$ cat config.mk
export PLATFORM = sky130hd
export DESIGN_NAME = dmem_arbiter
export DESIGN_NICKNAME = d
export VERILOG_FILES = /design/src/rtl/cpu_pkg.sv /design/src/rtl/dmem_arb_chan.sv /design/src/rtl/dmem_arbiter.sv
export SDC_FILE = /design/constraint.sdc
export NUM_CORES = 1
export LEC_CHECK = 0
export ABC_CLOCK_PERIOD_IN_PS = 2500
export CORE_AREA = 2 2 97 99
export DETAILED_ROUTE_END_ITERATION = 16
export DIE_AREA = 0 0 99 101
export GPL_ROUTABILITY_DRIVEN = 0
export PLACE_DENSITY = 0.72
export SETUP_SLACK_MARGIN = 0.3
export SLEW_MARGIN = 20
export SYNTH_ARGS = -nofsm -noshare
export SYNTH_HDL_FRONTEND = slang
export SYNTH_HIERARCHICAL = 1
export SYNTH_SLANG_ARGS = --single-unit
export TNS_END_PERCENT = 1
$ cat constraint.sdc
create_clock -name clk -period 2.5 [get_ports clk]
set_input_delay 0.25 -clock clk [delete_from_list [all_inputs] [get_ports clk]]
set_output_delay 0.25 -clock clk [all_outputs]
set_load 0.03 [all_outputs]
$ cat src/rtl/cpu_pkg.sv
// Shared memory-system constants and the requester identity used by the
// data-memory arbiter.
package cpu_pkg;

  localparam int MEM_ADDR_WIDTH = 8;
  localparam int MEM_DATA_WIDTH = 32;
  localparam int DMEM_RD_LAT    = 1;

  typedef enum logic {
    REQ_CPU = 1'b0,
    REQ_DBG = 1'b1
  } req_id_e;

endpackage

$ cat src/rtl/dmem_arb_chan.sv
// Two-input grant logic for one memory channel: fixed CPU priority with an
// m1 starvation escape, or plain round-robin.
module dmem_arb_chan
  import cpu_pkg::*;
#(
  parameter bit CPU_PRIO = 1'b1,
  parameter int MAX_WAIT = 4
) (
  input  logic clk,
  input  logic rst,
  input  logic req0_i,
  input  logic req1_i,
  output logic gnt0_o,
  output logic gnt1_o
);

  localparam logic [3:0] WAIT_LIM = 4'(MAX_WAIT);

  req_id_e    ptr_q, ptr_d;
  logic [3:0] wait_q, wait_d;
  logic       pick1;

  // NOTE: every combinational output gets a default first so no path leaves
  // it unassigned, which would otherwise infer a latch.
  always_comb begin
    pick1 = req1_i;
    if (req0_i && req1_i) begin
      pick1 = CPU_PRIO ? (wait_q >= WAIT_LIM) : (ptr_q == REQ_DBG);
    end
    gnt0_o = rst && req0_i && !pick1;
    gnt1_o = rst && req1_i && pick1;

    ptr_d = ptr_q;
    if (gnt0_o)      ptr_d = REQ_DBG;
    else if (gnt1_o) ptr_d = REQ_CPU;

    wait_d = 4'd0;
    if (req1_i && !gnt1_o) begin
      wait_d = (wait_q >= WAIT_LIM) ? WAIT_LIM : wait_q + 4'd1;
    end
  end

  // NOTE: state registers use non-blocking assignments so every flop samples
  // its pre-edge inputs regardless of statement order.
  always_ff @(posedge clk or negedge rst) begin
    if (!rst) begin
      ptr_q  <= REQ_CPU;
      wait_q <= 4'd0;
    end else begin
      ptr_q  <= ptr_d;
      wait_q <= wait_d;
    end
  end

endmodule

$ cat src/rtl/dmem_arbiter.sv
// Shares the one-write/one-read data memory between the CPU (m0) and the
// debug/DMA loader (m1); read data is returned with a per-owner valid.
module dmem_arbiter
  import cpu_pkg::*;
#(
  parameter int ADDR_W   = MEM_ADDR_WIDTH,
  parameter int DATA_W   = MEM_DATA_WIDTH,
  parameter int RD_LAT   = DMEM_RD_LAT,
  parameter bit CPU_PRIO = 1'b1,
  parameter int MAX_WAIT = 4
) (
  input  logic              clk,
  input  logic              rst,
  input  logic              m0_wen,
  input  logic [ADDR_W-1:0] m0_waddr,
  input  logic [DATA_W-1:0] m0_wdata,
  output logic              m0_wgnt,
  input  logic              m0_ren,
  input  logic [ADDR_W-1:0] m0_raddr,
  output logic              m0_rgnt,
  output logic [DATA_W-1:0] m0_rdata,
  output logic              m0_rvalid,
  input  logic              m1_wen,
  input  logic [ADDR_W-1:0] m1_waddr,
  input  logic [DATA_W-1:0] m1_wdata,
  output logic              m1_wgnt,
  input  logic              m1_ren,
  input  logic [ADDR_W-1:0] m1_raddr,
  output logic              m1_rgnt,
  output logic [DATA_W-1:0] m1_rdata,
  output logic              m1_rvalid,
  output logic              dmem_wen,
  output logic [ADDR_W-1:0] dmem_waddr,
  output logic [DATA_W-1:0] dmem_wdata,
  output logic              dmem_ren,
  output logic [ADDR_W-1:0] dmem_raddr,
  input  logic [DATA_W-1:0] dmem_rdata
);

  logic [RD_LAT-1:0] vld_q;
  req_id_e           own_q [RD_LAT];
  req_id_e           rd_own;

  dmem_arb_chan #(.CPU_PRIO(CPU_PRIO), .MAX_WAIT(MAX_WAIT)) u_wr_chan (
    .clk    (clk),
    .rst    (rst),
    .req0_i (m0_wen),
    .req1_i (m1_wen),
    .gnt0_o (m0_wgnt),
    .gnt1_o (m1_wgnt)
  );

  dmem_arb_chan #(.CPU_PRIO(CPU_PRIO), .MAX_WAIT(MAX_WAIT)) u_rd_chan (
    .clk    (clk),
    .rst    (rst),
    .req0_i (m0_ren),
    .req1_i (m1_ren),
    .gnt0_o (m0_rgnt),
    .gnt1_o (m1_rgnt)
  );

  always_comb begin
    dmem_wen   = m0_wgnt | m1_wgnt;
    dmem_waddr = '0;
    dmem_wdata = '0;
    if (m0_wgnt) begin
      dmem_waddr = m0_waddr;
      dmem_wdata = m0_wdata;
    end else if (m1_wgnt) begin
      dmem_waddr = m1_waddr;
      dmem_wdata = m1_wdata;
    end

    dmem_ren   = m0_rgnt | m1_rgnt;
    dmem_raddr = '0;
    if (m0_rgnt)      dmem_raddr = m0_raddr;
    else if (m1_rgnt) dmem_raddr = m1_raddr;

    rd_own = m1_rgnt ? REQ_DBG : REQ_CPU;
  end

  // NOTE: the owner pipeline is reset, unlike a data RAM, because a stale
  // valid here would deliver a response that was in flight at reset.
  always_ff @(posedge clk or negedge rst) begin
    if (!rst) begin
      vld_q <= '0;
      for (int i = 0; i < RD_LAT; i++) own_q[i] <= REQ_CPU;
    end else begin
      vld_q[0] <= dmem_ren;
      own_q[0] <= rd_own;
      for (int i = 1; i < RD_LAT; i++) begin
        vld_q[i] <= vld_q[i-1];
        own_q[i] <= own_q[i-1];
      end
    end
  end

  assign m0_rvalid = vld_q[RD_LAT-1] && (own_q[RD_LAT-1] == REQ_CPU);
  assign m1_rvalid = vld_q[RD_LAT-1] && (own_q[RD_LAT-1] == REQ_DBG);
  assign m0_rdata  = rst ? dmem_rdata : '0;
  assign m1_rdata  = rst ? dmem_rdata : '0;

endmodule

**After elaboration in Yosys (flattened, before gate mapping)**

Index checks and enable logic that the tools add are counted.

- Bits in read-only memories: 0
- Bits of input ports: 134
- Bits in writable memories: 0
- Word-level logic and storage cells: 43
- Memories: 0
- Output and inout bits: 120
- Bits in latches: 0
- Bits in registers: 10

- $add $sub $neg: 2
- Divide/modulo/power cells: 0
- Bitwise gates (word level): 3
- Multiply operators: 0
- Shift-type cells: 0
- Equal/unequal tests: 0
- Reduce and logical (&&, ||, !) cells: 18
- Multiplexer cells: 14
- $lt $le $gt $ge: 2

Operator list:

| cell | count |
|---|---|
| $mux W32 | 3 |
| $mux W8 | 4 |
| $mux W4 | 4 |
| $logic_and A1 B1 Y1 | 14 |
| $add A4 B1 Y4 const B | 2 |
| $ge A4 B3 Y1 const B | 2 |
| $logic_not A1 Y1 | 4 |
| $mux W1 | 3 |
| $or A1 B1 Y1 | 2 |
| $not A1 Y1 | 1 |

**Longest topological paths before layout**

Gate-level depths: netlist (run 1).

- Depth in word-level cells: 6
- Gate-level depth with buffers: 7
- Gate-level depth less buffers: 4

**Hierarchy**

The synthesis (run 1) kept the hierarchy.

By module, submodules not included:

| module | times used | area an instance (um^2) | cells an instance | seq. area each (um^2) |
|---|---|---|---|---|
| dmem_arbiter | 1 | 1043.5 | 138 | 50.0 |
| dmem_arb_chan | 2 | 186.4 | 18 | 100.1 |

**Least setup slack after synthesis (run 1)**

No wires, ideal clock.

- Kind: register to output
- Start: register u_wr_chan.wait_q[2]
- End: output dmem_wdata[10]
- Arrival: 2037 ps
- Setup slack: 213 ps
- Path buffers: 2
- Cell stages (with the launch flop): 6
- Data required time: 2250 ps
- Path through: dfrtp_1 -> or2_1 -> a21oi_1 -> buf_6 -> clkbuf_1 -> a22o_1

- Word-level cells in the longest chain between the ends: 5
- Elaborated cells between the ends (all ways): 7

Ends and longest elaborated chain:

| item | RTL line | source |
|---|---|---|
| from (decl) | dmem_arb_chan.sv:20 | `logic [3:0] wait_q, wait_d;` |
| from (signal assigned) | dmem_arb_chan.sv:51 | `wait_q <= wait_d;` |
| $ge A4 B3 Y1 | dmem_arb_chan.sv:28 | `pick1 = CPU_PRIO ? (wait_q >= WAIT_LIM) : (ptr_q == REQ_DBG);` |
| $mux W1 | dmem_arb_chan.sv:27 | `if (req0_i && req1_i) begin` |
| $logic_not A1 Y1 | dmem_arb_chan.sv:30 | `gnt0_o = rst && req0_i && !pick1;` |
| $logic_and A1 B1 Y1 | dmem_arb_chan.sv:30 |  |
| net m0_wgnt | dmem_arbiter.sv:17 | `output logic m0_wgnt,` |
| $mux W32 | dmem_arbiter.sv:66 | `if (m0_wgnt) begin` |
| to (decl) | dmem_arbiter.sv:34 | `output logic [DATA_W-1:0] dmem_wdata,` |

The timed path passes the listed nets, and every way through them passes these cells.

**Worst setup path after layout (run 1)**

- Start: input m0_wen
- End: output dmem_wdata[1]

- Word-level cells in the longest chain between the ends: 5
- Elaborated cells between the ends (all ways): 8

Ends and longest elaborated chain:

| item | RTL line | source |
|---|---|---|
| from (decl) | dmem_arbiter.sv:14 | `input logic m0_wen,` |
| $logic_and A1 B1 Y1 | dmem_arb_chan.sv:27 |  |
| $mux W1 | dmem_arb_chan.sv:27 |  |
| $logic_and A1 B1 Y1 / $logic_not A1 Y1 (equally long branches) | dmem_arb_chan.sv:31, dmem_arb_chan.sv:30 |  |
| $mux W32 / $logic_and A1 B1 Y1 (equally long branches) | dmem_arbiter.sv:69, dmem_arb_chan.sv:30 |  |
| $mux W32 * | dmem_arbiter.sv:66 |  |

Every way passes the cells marked *; elsewhere a longest branch is shown, timed or not.

==> out/summary.txt, run 1 <==
Core area -> 8980 µm²
Die H -> 101 µm
H-tree depth reported by CTS -> 1
Avg Vias per Cell -> 4.22
Synth Area in Compound Gates -> 31.6%
Minimum clock period -> 2.22 ns
Cell Rows -> 35
Num Clock Sinks -> 10
Pin count of the biggest net entering global routing -> 44
Initial antenna violation count -> 1
WP buf/inv -> 3
Area delta synth->final -> 166%
Sequential fraction of the synthesis area -> 17.7%
Commonest non-fill, non-tap cell in the layout -> clkdlybuf4s50_1
# DRC -> 0
Outcome -> complete, no violations
Mux contribution to synthesized area -> 0%
Post-synthesis instance total -> 174
RSZ-0062 raised after global routing -> true
GRT Resource Usage Total -> 13.4%
Dpl hpwl -> 6610 µm
Final setup viols -> 0
Adder-cell share of the synthesized area -> 1.77%
Layout Skew -> 0.00351 ns
Cts-stage hold buffer count -> 0
CTS tree -> yes
Pwr/cell area -> 315 nW/µm²
Num ports -> 254
R2r setup slk -> 1.01 ns
Area occupied by multi-input gates -> 877 µm²
FMAX -> 450 MHz
Worst hold-check path type -> primary input to asynchronous set/reset pin
Maximum fanout along the worst path -> 12
Port buffer count -> 253
P_leak -> 1.76 nW
Layout Nets -> 536
Startpoint Class -> primary input
Clock root cell -> clkbuf_8
Worst setup path category -> primary input to output port
Vias -> 2157
Vias in the first global route -> 2085
Final wirelength -> 7790 µm
VDD IR-drop max -> 0.280 mV
Worst-path clk slew -> 0.04 ns
Worst Setup End Kind -> output port
Req. time, crit path -> 2.25 ns
Synth Cell Area -> 1420 µm²
Seq. cell area -> 250 µm²
Drt pass-1 iters -> 4
Simple-Gate Fraction of Synth Area -> 24.7%
Critical path launch point -> m0_wen
CP max stage cell -> clkdlybuf4s50_1
Tcrit/Tclk final -> 88.9%
CTS buffer count -> 3
Fin util -> 42.0%
Post-route antenna net violation count -> 0
Total power -> 1.19 mW
Seq cells post-synth -> 10
Fill count -> 892
Max-Cap Viols -> 0
Hold Vio Cnt, Final -> 0
Die width -> 99 µm
Routed WL per cell -> 15.2 µm
First-pass GRT wire length -> 10700 µm
CP arrival -> 1.97 ns
Crit path largest cell delay -> 0.50 ns
FF-to-FF Start -> u_rd_chan/wait_q[2]
Share of cells above drive strength 1 -> 35.3%
Iteration-0 DRC Markers -> 19
Max-slew violation count -> 0
Mapped Nets -> 310
Clk buf depth -> 2
Yosys cell types -> 23
Die Area -> 10000 µm²
Yosys Warn Count -> 6
XOR/XNOR Fraction of Synth Area -> 0%
Worst path top cell family by delay -> buffers and inverters
Most frequent cells in the layout -> clkdlybuf4s50_1, buf_4, a22o_1, and2_1, dfrtp_1
Initial core utilization -> 15.8%
CP Cell Sequence -> clkdlybuf4s50_1 -> or3b_1 -> and3_4 -> nor2b_4 -> buf_12 -> a22o_1 -> buf_4
Largest family of logic cells by synthesized area -> compound AO/OA/AOI/OAI gates
Total grt overflow -> 0
Mean post-synth cell area -> 8.14 µm²
Clock Latency Late Sink -> 0.23 ns
==> cells in the mapped netlist <==
library cell / count / area [µm²]
and2b_1: 2 / 15.0
nand2_1: 6 / 22.5
dfrtp_1: 10 / 250
buf_6: 3 / 33.8
a22o_1: 46 / 403
or3b_1: 2 / 17.5
nor2b_1: 2 / 12.5
and3_1: 2 / 12.5
and2_1: 33 / 206
nor4_1: 4 / 25.0
o21ai_1: 1 / 5.00
ha_1: 2 / 25.0
clkbuf_1: 7 / 26.3
or2_1: 3 / 18.8
conb_1: 2 / 7.51
buf_2: 4 / 20.0
o21ai_0: 1 / 5.00
nor2b_4: 1 / 13.8
or2_2: 1 / 6.26
buf_4: 32 / 240
inv_1: 4 / 15.0
a21oi_1: 4 / 20.0
o31ai_1: 2 / 15.0
==> worst register-to-register path: stages (launching register included) <==
cell and delay, ns:
dfrtp_1 0.38, or3b_1 0.40, and3_1 0.21, buf_4 0.15, or2_1 0.23
==> cells by family after synthesis <==
kind of cell,Yosys count
AOI/OAI and AO/OA,54
DFF,10
and+or+nand+nor,56
adders and majority gates,2
other,2
buffers and inverters,50
==> routing by layer <==
layer	vias to the layer above	global-route usage, %	part of all wire [%]
met5	-	0	0
li1	1043	-	-
met3	6	3.95	11
met2	129	27.0	54
met1	979	13.8	34
met4	0	2.21	1.0
==> flip-flops by register name (all words and copies together), names as in the netlist <==
name,count
own_q,1
u_rd_chan/wait_q,4
vld_q,1
u_wr_chan/wait_q,4
==> area by class of cell <==
| cell class | instances | area share [%] |
|---|---|---|
| antenna | 1 | 0.0663 |
| clock buffer | 4 | 1.46 |
| inverter | 4 | 0.398 |
| multi-input combinational | 116 | 23.2 |
| sequential | 10 | 6.63 |
| tap | 111 | 3.68 |
| timing repair buffer | 265 | 64.5 |
==> report_power, final <==
group / internal (mW) / total, mW / switching, mW
clock network: 0.138 / 0.200 / 0.0614
logic: 0.414 / 0.812 / 0.398
registers: 0.171 / 0.175 / 0.00453
total: 0.723 / 1.19 / 0.464
==> timing repair <==
| action | in CTS | in global routing |
|---|---|---|
| cloned | 2 | 0 |
| endpoints found under the setup margin | 48 | 48 |
| resized for setup | 29 | 2 |
| buffers inserted | 3 | 1 |
==> path summary, 6_finish.rpt <==
check | to | cells past startpoint
setup / recovery | dmem_wdata[1] | 7
hold / removal | u_wr_chan/wait_q[2] | 2
min in group clk | u_rd_chan/wait_q[0] | 1
max in group asynchronous | vld_q | 3
hold reg to reg | u_rd_chan/wait_q[0] | 1
setup reg to reg | vld_q | 4
==> metrics by stage <==
stage / hold slack (ns) / worst slack (ns) / setup TNS, ns / area, µm² / std cells
CTS: 0.388 / 0.260 / 0 / 3770 / 509
detailed placement: 0.433 / -0.0653 / -0.697 / 3620 / 500
global route: 0.419 / 0.191 / 0 / 3770 / 511
global placement: 0.425 / -0.0115 / -0.0801 / 3620 / 500
floorplan: -0.0456 / 0.334 / 0 / 1420 / 174
finish: 0.401 / 0.278 / 0 / 3770 / 511
Power figures use the tool's default switching activity.
==> inputs of run 2 (changes only) <==
CTS_CLUSTER_SIZE = 25   (was default)
==> results of run 2 <==
No change in the layout: final DEF, timing and power equal those of run 1.
